[src/rtl/mask_centroid_tracker.sv]
// Per-frame object tracker for the binary mask stream: accumulates white-pixel
// count, coordinate sums and bounding box, then divides out the centroid at vsync.
module mask_centroid_tracker #(
  parameter  int unsigned LINE_WIDTH  = 640,
  parameter  int unsigned LINE_HEIGHT = 480,
  parameter  int unsigned PIXEL_DEPTH = 8,
  parameter  int unsigned MIN_PIXELS  = 64,
  localparam int unsigned X_W   = $clog2(LINE_WIDTH),
  localparam int unsigned Y_W   = $clog2(LINE_HEIGHT),
  localparam int unsigned CNT_W = $clog2(LINE_WIDTH * LINE_HEIGHT + 1)
) (
  input  logic                   clk,
  input  logic                   rst_n,
  input  logic                   en_i,
  input  logic                   vs_ni,
  input  logic                   hs_ni,
  input  logic                   blank_ni,
  input  logic [PIXEL_DEPTH-1:0] input_R,
  input  logic [PIXEL_DEPTH-1:0] input_G,
  input  logic [PIXEL_DEPTH-1:0] input_B,
  output logic                   frame_valid_o,
  output logic                   obj_found_o,
  output logic [CNT_W-1:0]       pixel_count_o,
  output logic [X_W-1:0]         centroid_x_o,
  output logic [Y_W-1:0]         centroid_y_o,
  output logic [X_W-1:0]         min_x_o,
  output logic [X_W-1:0]         max_x_o,
  output logic [Y_W-1:0]         min_y_o,
  output logic [Y_W-1:0]         max_y_o,
  output logic                   overrun_o
);

  localparam int unsigned XY_W  = (X_W > Y_W) ? X_W : Y_W;
  localparam int unsigned DIV_W = CNT_W + XY_W;
  localparam int unsigned SX_W  = CNT_W + X_W;
  localparam int unsigned SY_W  = CNT_W + Y_W;
  localparam int unsigned DC_W  = $clog2(DIV_W + 1);

  localparam logic [X_W:0]       X_LIM    = (X_W + 1)'(LINE_WIDTH);
  localparam logic [Y_W:0]       Y_LIM    = (Y_W + 1)'(LINE_HEIGHT);
  localparam logic [X_W:0]       X_ONE    = (X_W + 1)'(1);
  localparam logic [Y_W:0]       Y_ONE    = (Y_W + 1)'(1);
  localparam logic [CNT_W-1:0]   CNT_ONE  = CNT_W'(1);
  localparam logic [CNT_W-1:0]   MIN_CNT  = CNT_W'(MIN_PIXELS);
  localparam logic [DC_W-1:0]    DC_ONE   = DC_W'(1);
  localparam logic [DC_W-1:0]    DC_LAST  = DC_W'(DIV_W - 1);

  typedef enum logic [1:0] {S_IDLE, S_DIVIDE, S_DONE} state_t;

  state_t state_q, state_d;

  logic             vs_q, blank_q;
  logic [X_W:0]     x_cnt;
  logic [Y_W:0]     y_cnt;
  logic [CNT_W-1:0] acc_cnt;
  logic [SX_W-1:0]  acc_sx;
  logic [SY_W-1:0]  acc_sy;
  logic [X_W-1:0]   acc_min_x, acc_max_x;
  logic [Y_W-1:0]   acc_min_y, acc_max_y;

  logic [CNT_W-1:0] sh_cnt;
  logic [X_W-1:0]   sh_min_x, sh_max_x;
  logic [Y_W-1:0]   sh_min_y, sh_max_y;
  logic             sh_ok;

  logic [DIV_W-1:0] div_x, div_y;
  logic [CNT_W-1:0] rem_x, rem_y;
  logic [DC_W-1:0]  div_step;

  logic frame_end_c, line_end_c, white_c, obj_c, enough_c, take_c;
  logic [X_W-1:0] px_x_c;
  logic [Y_W-1:0] px_y_c;
  logic [CNT_W:0] den_c, rem_x_sh, rem_y_sh;
  logic           q_x, q_y;
  logic [CNT_W-1:0] rem_x_nx, rem_y_nx;

  // hsync carries nothing the blank edges do not already provide
  logic hs_unused;
  assign hs_unused = hs_ni;

  assign frame_end_c = en_i & vs_q & ~vs_ni;
  assign line_end_c  = en_i & blank_q & ~blank_ni;
  assign white_c     = (&input_R) & (&input_G) & (&input_B);
  assign obj_c       = en_i & blank_ni & ~frame_end_c & white_c &
                       (x_cnt < X_LIM) & (y_cnt < Y_LIM);
  assign enough_c    = (acc_cnt >= MIN_CNT) && (acc_cnt != '0);
  assign take_c      = frame_end_c && (state_q == S_IDLE);
  assign px_x_c      = X_W'(x_cnt);
  assign px_y_c      = Y_W'(y_cnt);

  // One restoring-division step for both coordinates against the shadow count
  always_comb begin
    den_c    = {1'b0, sh_cnt};
    rem_x_sh = {rem_x, div_x[DIV_W-1]};
    rem_y_sh = {rem_y, div_y[DIV_W-1]};
    q_x      = (rem_x_sh >= den_c);
    q_y      = (rem_y_sh >= den_c);
    rem_x_nx = CNT_W'(q_x ? (rem_x_sh - den_c) : rem_x_sh);
    rem_y_nx = CNT_W'(q_y ? (rem_y_sh - den_c) : rem_y_sh);
  end

  always_comb begin
    state_d = state_q;
    case (state_q)
      S_IDLE:   if (frame_end_c) state_d = enough_c ? S_DIVIDE : S_DONE;
      S_DIVIDE: if (div_step == DC_LAST) state_d = S_DONE;
      S_DONE:   state_d = S_IDLE;
      default:  state_d = S_IDLE;
    endcase
  end

  always_ff @(posedge clk or negedge rst_n) begin
    if (!rst_n) state_q <= S_IDLE;
    else        state_q <= state_d;
  end

  // Pixel-side scan position and per-frame accumulators
  always_ff @(posedge clk or negedge rst_n) begin
    if (!rst_n) begin
      vs_q      <= 1'b0;
      blank_q   <= 1'b0;
      x_cnt     <= '0;
      y_cnt     <= '0;
      acc_cnt   <= '0;
      acc_sx    <= '0;
      acc_sy    <= '0;
      acc_min_x <= '1;
      acc_max_x <= '0;
      acc_min_y <= '1;
      acc_max_y <= '0;
    end else if (en_i) begin
      vs_q    <= vs_ni;
      blank_q <= blank_ni;
      if (frame_end_c) begin
        x_cnt     <= '0;
        y_cnt     <= '0;
        acc_cnt   <= '0;
        acc_sx    <= '0;
        acc_sy    <= '0;
        acc_min_x <= '1;
        acc_max_x <= '0;
        acc_min_y <= '1;
        acc_max_y <= '0;
      end else begin
        if (line_end_c) begin
          x_cnt <= '0;
          if (y_cnt != Y_LIM) y_cnt <= y_cnt + Y_ONE;
        end else if (blank_ni && (x_cnt != X_LIM)) begin
          x_cnt <= x_cnt + X_ONE;
        end
        if (obj_c) begin
          acc_cnt <= acc_cnt + CNT_ONE;
          acc_sx  <= acc_sx + SX_W'(px_x_c);
          acc_sy  <= acc_sy + SY_W'(px_y_c);
          if (px_x_c < acc_min_x) acc_min_x <= px_x_c;
          if (px_x_c > acc_max_x) acc_max_x <= px_x_c;
          if (px_y_c < acc_min_y) acc_min_y <= px_y_c;
          if (px_y_c > acc_max_y) acc_max_y <= px_y_c;
        end
      end
    end
  end

  // Snapshot and divider; the quotient shifts into the dividend registers
  always_ff @(posedge clk or negedge rst_n) begin
    if (!rst_n) begin
      sh_cnt   <= '0;
      sh_min_x <= '1;
      sh_max_x <= '0;
      sh_min_y <= '1;
      sh_max_y <= '0;
      sh_ok    <= 1'b0;
      div_x    <= '0;
      div_y    <= '0;
      rem_x    <= '0;
      rem_y    <= '0;
      div_step <= '0;
    end else if (take_c) begin
      sh_cnt   <= acc_cnt;
      sh_min_x <= acc_min_x;
      sh_max_x <= acc_max_x;
      sh_min_y <= acc_min_y;
      sh_max_y <= acc_max_y;
      sh_ok    <= enough_c;
      div_x    <= DIV_W'(acc_sx);
      div_y    <= DIV_W'(acc_sy);
      rem_x    <= '0;
      rem_y    <= '0;
      div_step <= '0;
    end else if (state_q == S_DIVIDE) begin
      div_x    <= {div_x[DIV_W-2:0], q_x};
      div_y    <= {div_y[DIV_W-2:0], q_y};
      rem_x    <= rem_x_nx;
      rem_y    <= rem_y_nx;
      div_step <= div_step + DC_ONE;
    end
  end

  // Result registers, updated only from DONE
  always_ff @(posedge clk or negedge rst_n) begin
    if (!rst_n) begin
      frame_valid_o <= 1'b0;
      obj_found_o   <= 1'b0;
      pixel_count_o <= '0;
      centroid_x_o  <= '0;
      centroid_y_o  <= '0;
      min_x_o       <= '0;
      max_x_o       <= '0;
      min_y_o       <= '0;
      max_y_o       <= '0;
      overrun_o     <= 1'b0;
    end else begin
      frame_valid_o <= (state_q == S_DONE);
      if (state_q == S_DONE) begin
        obj_found_o   <= sh_ok;
        pixel_count_o <= sh_cnt;
        centroid_x_o  <= sh_ok ? div_x[X_W-1:0] : '0;
        centroid_y_o  <= sh_ok ? div_y[Y_W-1:0] : '0;
        min_x_o       <= sh_min_x;
        max_x_o       <= sh_max_x;
        min_y_o       <= sh_min_y;
        max_y_o       <= sh_max_y;
      end
      if (frame_end_c && (state_q != S_IDLE)) overrun_o <= 1'b1;
    end
  end

endmodule

[config.mk]
export PLATFORM = sky130hd
export DESIGN_NAME = mask_centroid_tracker
export DESIGN_NICKNAME = d
export VERILOG_FILES = /design/src/rtl/mask_centroid_tracker.sv
export SDC_FILE = /design/constraint.sdc
export NUM_CORES = 1
export LEC_CHECK = 0
export ABC_AREA = 1
export CAP_MARGIN = 20
export CORE_ASPECT_RATIO = 0.7
export CORE_MARGIN = 1.5
export CORE_UTILIZATION = 30
export CTS_CLUSTER_SIZE = 12
export DETAILED_ROUTE_END_ITERATION = 7
export PLACE_DENSITY = 0.52
export SYNTH_ARGS = -nofsm -noshare
export SYNTH_HDL_FRONTEND = slang
export SYNTH_SLANG_ARGS = --single-unit
[constraint.sdc]
create_clock -name clk -period 2.46 [get_ports clk]
set_input_delay 0.369 -clock clk [delete_from_list [all_inputs] [get_ports clk]]
set_output_delay 0.369 -clock clk [all_outputs]
set_load 0.05 [all_outputs]
==> run metrics <==
sequential cell area 9482 um^2; unrepaired setup endpoints after global routing true; largest net degree at the start of global routing 97; Setup crit end kind flop; Detail Placement HPWL 47.13 mm; setup slack at placement 58.54 ps; Internal Pwr Total 17030 uW; ANT nets after route 0; Chip Height 226.7 um; largest cells by area after synthesis dfrtp_1 40%, nand2_1 17%, ha_1 5.9%, inv_1 5.8%, dfstp_2 4.7%; worst-skew pair later-pin latency 590 ps; clock-pin slew on the worst setup and hold paths 70 ps; Sw Ratio 43.12%; 1st-pass router iterations 5; final WL 63.39 mm; CTS root buf clkbuf_16; IO Count 109; Combinational Power Share 48.4%; worst r2r src sh_cnt[14]; post-synthesis sequential area ratio 44.23%; core area 70230 um^2; CTS Buf Count 42; FF+latch count, synth 377; Crit Path Class reg -> reg; first-pass GRT wire length 102.5 mm; Yosys top cell by area dfrtp_1; required time worst endpoint 2930 ps; Total GRT Usage 17.70%; Cells after Synth 2850; Layout area overhead 20.33%; NetSw 12910 uW; most frequent cells in the layout 953 x nand2_1, 339 x dfrtp_1, 322 x inv_1, 196 x nand3_1, 186 x o21ai_0; via density per instance 4.720; top cell type's share of synthesized area 39.57%; post-route setup slack 181.5 ps; Clock power frac 21.6%; ANT cells 0; Final #Nets 3140; endpoints failing setup 0; DIE AREA 73100 um^2; crit path time final 2278 ps; vias in the first global route 17940; fin. max-slew vios 0; Chip Width 322.5 um; status finished clean; Hold WC Path Type in -> async; cell area after synthesis 21440 um^2; Final GP Congestion 0.9291; PwrDens 1161 nW/um^2; WL/cell 15.88 um; antenna violations before repair 0; syn_nets 2985; CTS tree yes; final hold viol count 0; Clock Path Buffers 3; P_leak 0.01233 uW; FMAX 0.4389 GHz; Max-Cap Viols 0; CP Max Fanout 10; FP Rows 81; critical path arrival 2750 ps; initial DRC count 1622; final worst-path cycle share 92.62%; Main synth FF type dfrtp_1; Synth cell types 47; Worst Skew 23.06 ps; Avg Cell Area, Syn 7.523 um^2; r2r endpoint rem_x[17]; most common cell after layout, fill and taps aside nand2_1; Final Non-Filler Cells 3992; Rel. slew slack 31.70%; Async SR Flop Fraction 100.0%; Synthesis Warnings 0; R2R Setup Slk 180 ps; Cell Count Post-Placement 3911; total power 29950 uW; grt ovf 0; Initial Utilization 30.53%; vias post-DR 18840; clock sink total 377; layout filler cell count 7325; worst r2r path cells 14; area occupied by multi-input gates 10340 um^2; port bufs 107; Flop pwr share 30.1%; CP startpoint kind flop; Max H-tree Level 2; worst-margin pin slew 1025 ps; VDD IR max 0.0005548 V; drt drc 0; share of post-route cells with drive strength above 1 8.427%; number of flops mapped to enable cells by yosys 0
[state kept, by name (all words and copies together), names as in the netlist, 11 cells and up]
signal,cells
rem_x,19
x_cnt,11
acc_cnt,19
div_y,29
sh_cnt,19
pixel_count_o,19
rem_y,19
acc_sy,28
acc_sx,29
div_x,29
[power by group through the flow]
stage	Clock, uW	Combinational, uW	Sequential [uW]
final	6460	14500	9000
after floorplan	0	8650	9990
after global routing	6920	16300	9210
after CTS	6660	14200	8990
after global placement	0	14100	9060
after detailed placement	0	14100	9080
[per-layer routing]
layer | vias up | global-route usage [%] | wire (um)
met5 | - | 0 | 0
met4 | 0 | 3.926 | 1059
met3 | 61 | 2.706 | 3610
met2 | 401 | 23.90 | 24300
met1 | 8794 | 28.73 | 34420
li1 | 9585 | - | -
[logic make-up (layout without fill, tap and decap cells)]
logic type               count (synthesis)  count (layout)  share of synthesized area (%)
AND/OR/NAND/NOR                       1512            1512                          29.65
buffers and inverters                  439             627                          8.147
AO/OA/AOI/OAI                          377             377                          10.08
flip-flops                             377             377                          44.23
adder cells (fa/ha/maj)                105             105                          6.268
XOR/XNOR                                40              40                          1.634
[synth_stat cells (6+ instances only)]
cell and n:
a21oi_1 72, buf_1 11, buf_2 31, buf_6 6, clkbuf_1 47, dfrtp_1 339, dfstp_2 38, ha_1 101
inv_1 330, inv_2 8, nand2_1 958, nand2_2 7, nand3_1 197, nand3b_1 22, nand4_1 79, nor2_1 189
nor3_1 41, o211ai_1 32, o21ai_0 187, o21ai_1 27, o221ai_1 35, o31ai_1 8, xnor2_1 24, xor2_1 16
[worst max path at each step]
stage | startpoint | to | slack [ps] | cells after the start
after floorplan | div_x[28] | rem_x[10] | 310 | 14
after global placement | en_i | acc_max_y[4] | 100 | 8
after detailed placement | en_i | acc_sx[5] | 60 | 10
after CTS | div_x[28] | rem_x[14] | 90 | 15
after global routing | sh_cnt[8] | rem_x[10] | -20 | 12
final | sh_cnt[14] | rem_x[17] | 180 | 14
[layout make-up]
type | instances | area share [%]
clock inverter | 13 | 0.8197
multi-input combinational | 2034 | 40.07
inverter | 340 | 4.976
tap | 954 | 4.627
sequential | 377 | 36.75
timing repair buffer | 210 | 8.168
clock buffer | 64 | 4.588
[timing repair]
| item | in CTS | in global routing |
|---|---|---|
| hold buffers | 1 | 0 |
| buffers inserted | 0 | 2 |
| gates resized for setup | 0 | 32 |
| endpoints found under the hold margin | 34 | 0 |
| setup endpoints to repair | 0 | 35 |
[per-stage QoR]
stage	hold slack (ps)	utilization, %	area, um^2	setup TNS (ps)
after global placement	310.6	34.53	24250	0
after detailed placement	315.5	34.53	24250	0
after CTS	317.8	36.53	25650	0
after global routing	334.1	36.73	25800	-15.90
final	328.1	36.73	25800	0
after floorplan	73.41	-	21440	0
[worst max-delay path: stages, from the launching register on]
cell and delay [ps]:
dfrtp_1 350, inv_1 260, ha_1 370, nand2_1 110, nor2_1 50, nor2_1 130, nor2_1 50, nor2_1 190
nand2_4 110, buf_12 160, nand2_1 80, buf_4 130, nand2_1 40, o21ai_0 60, nand2_1 70
Power figures use the tool's default switching activity.
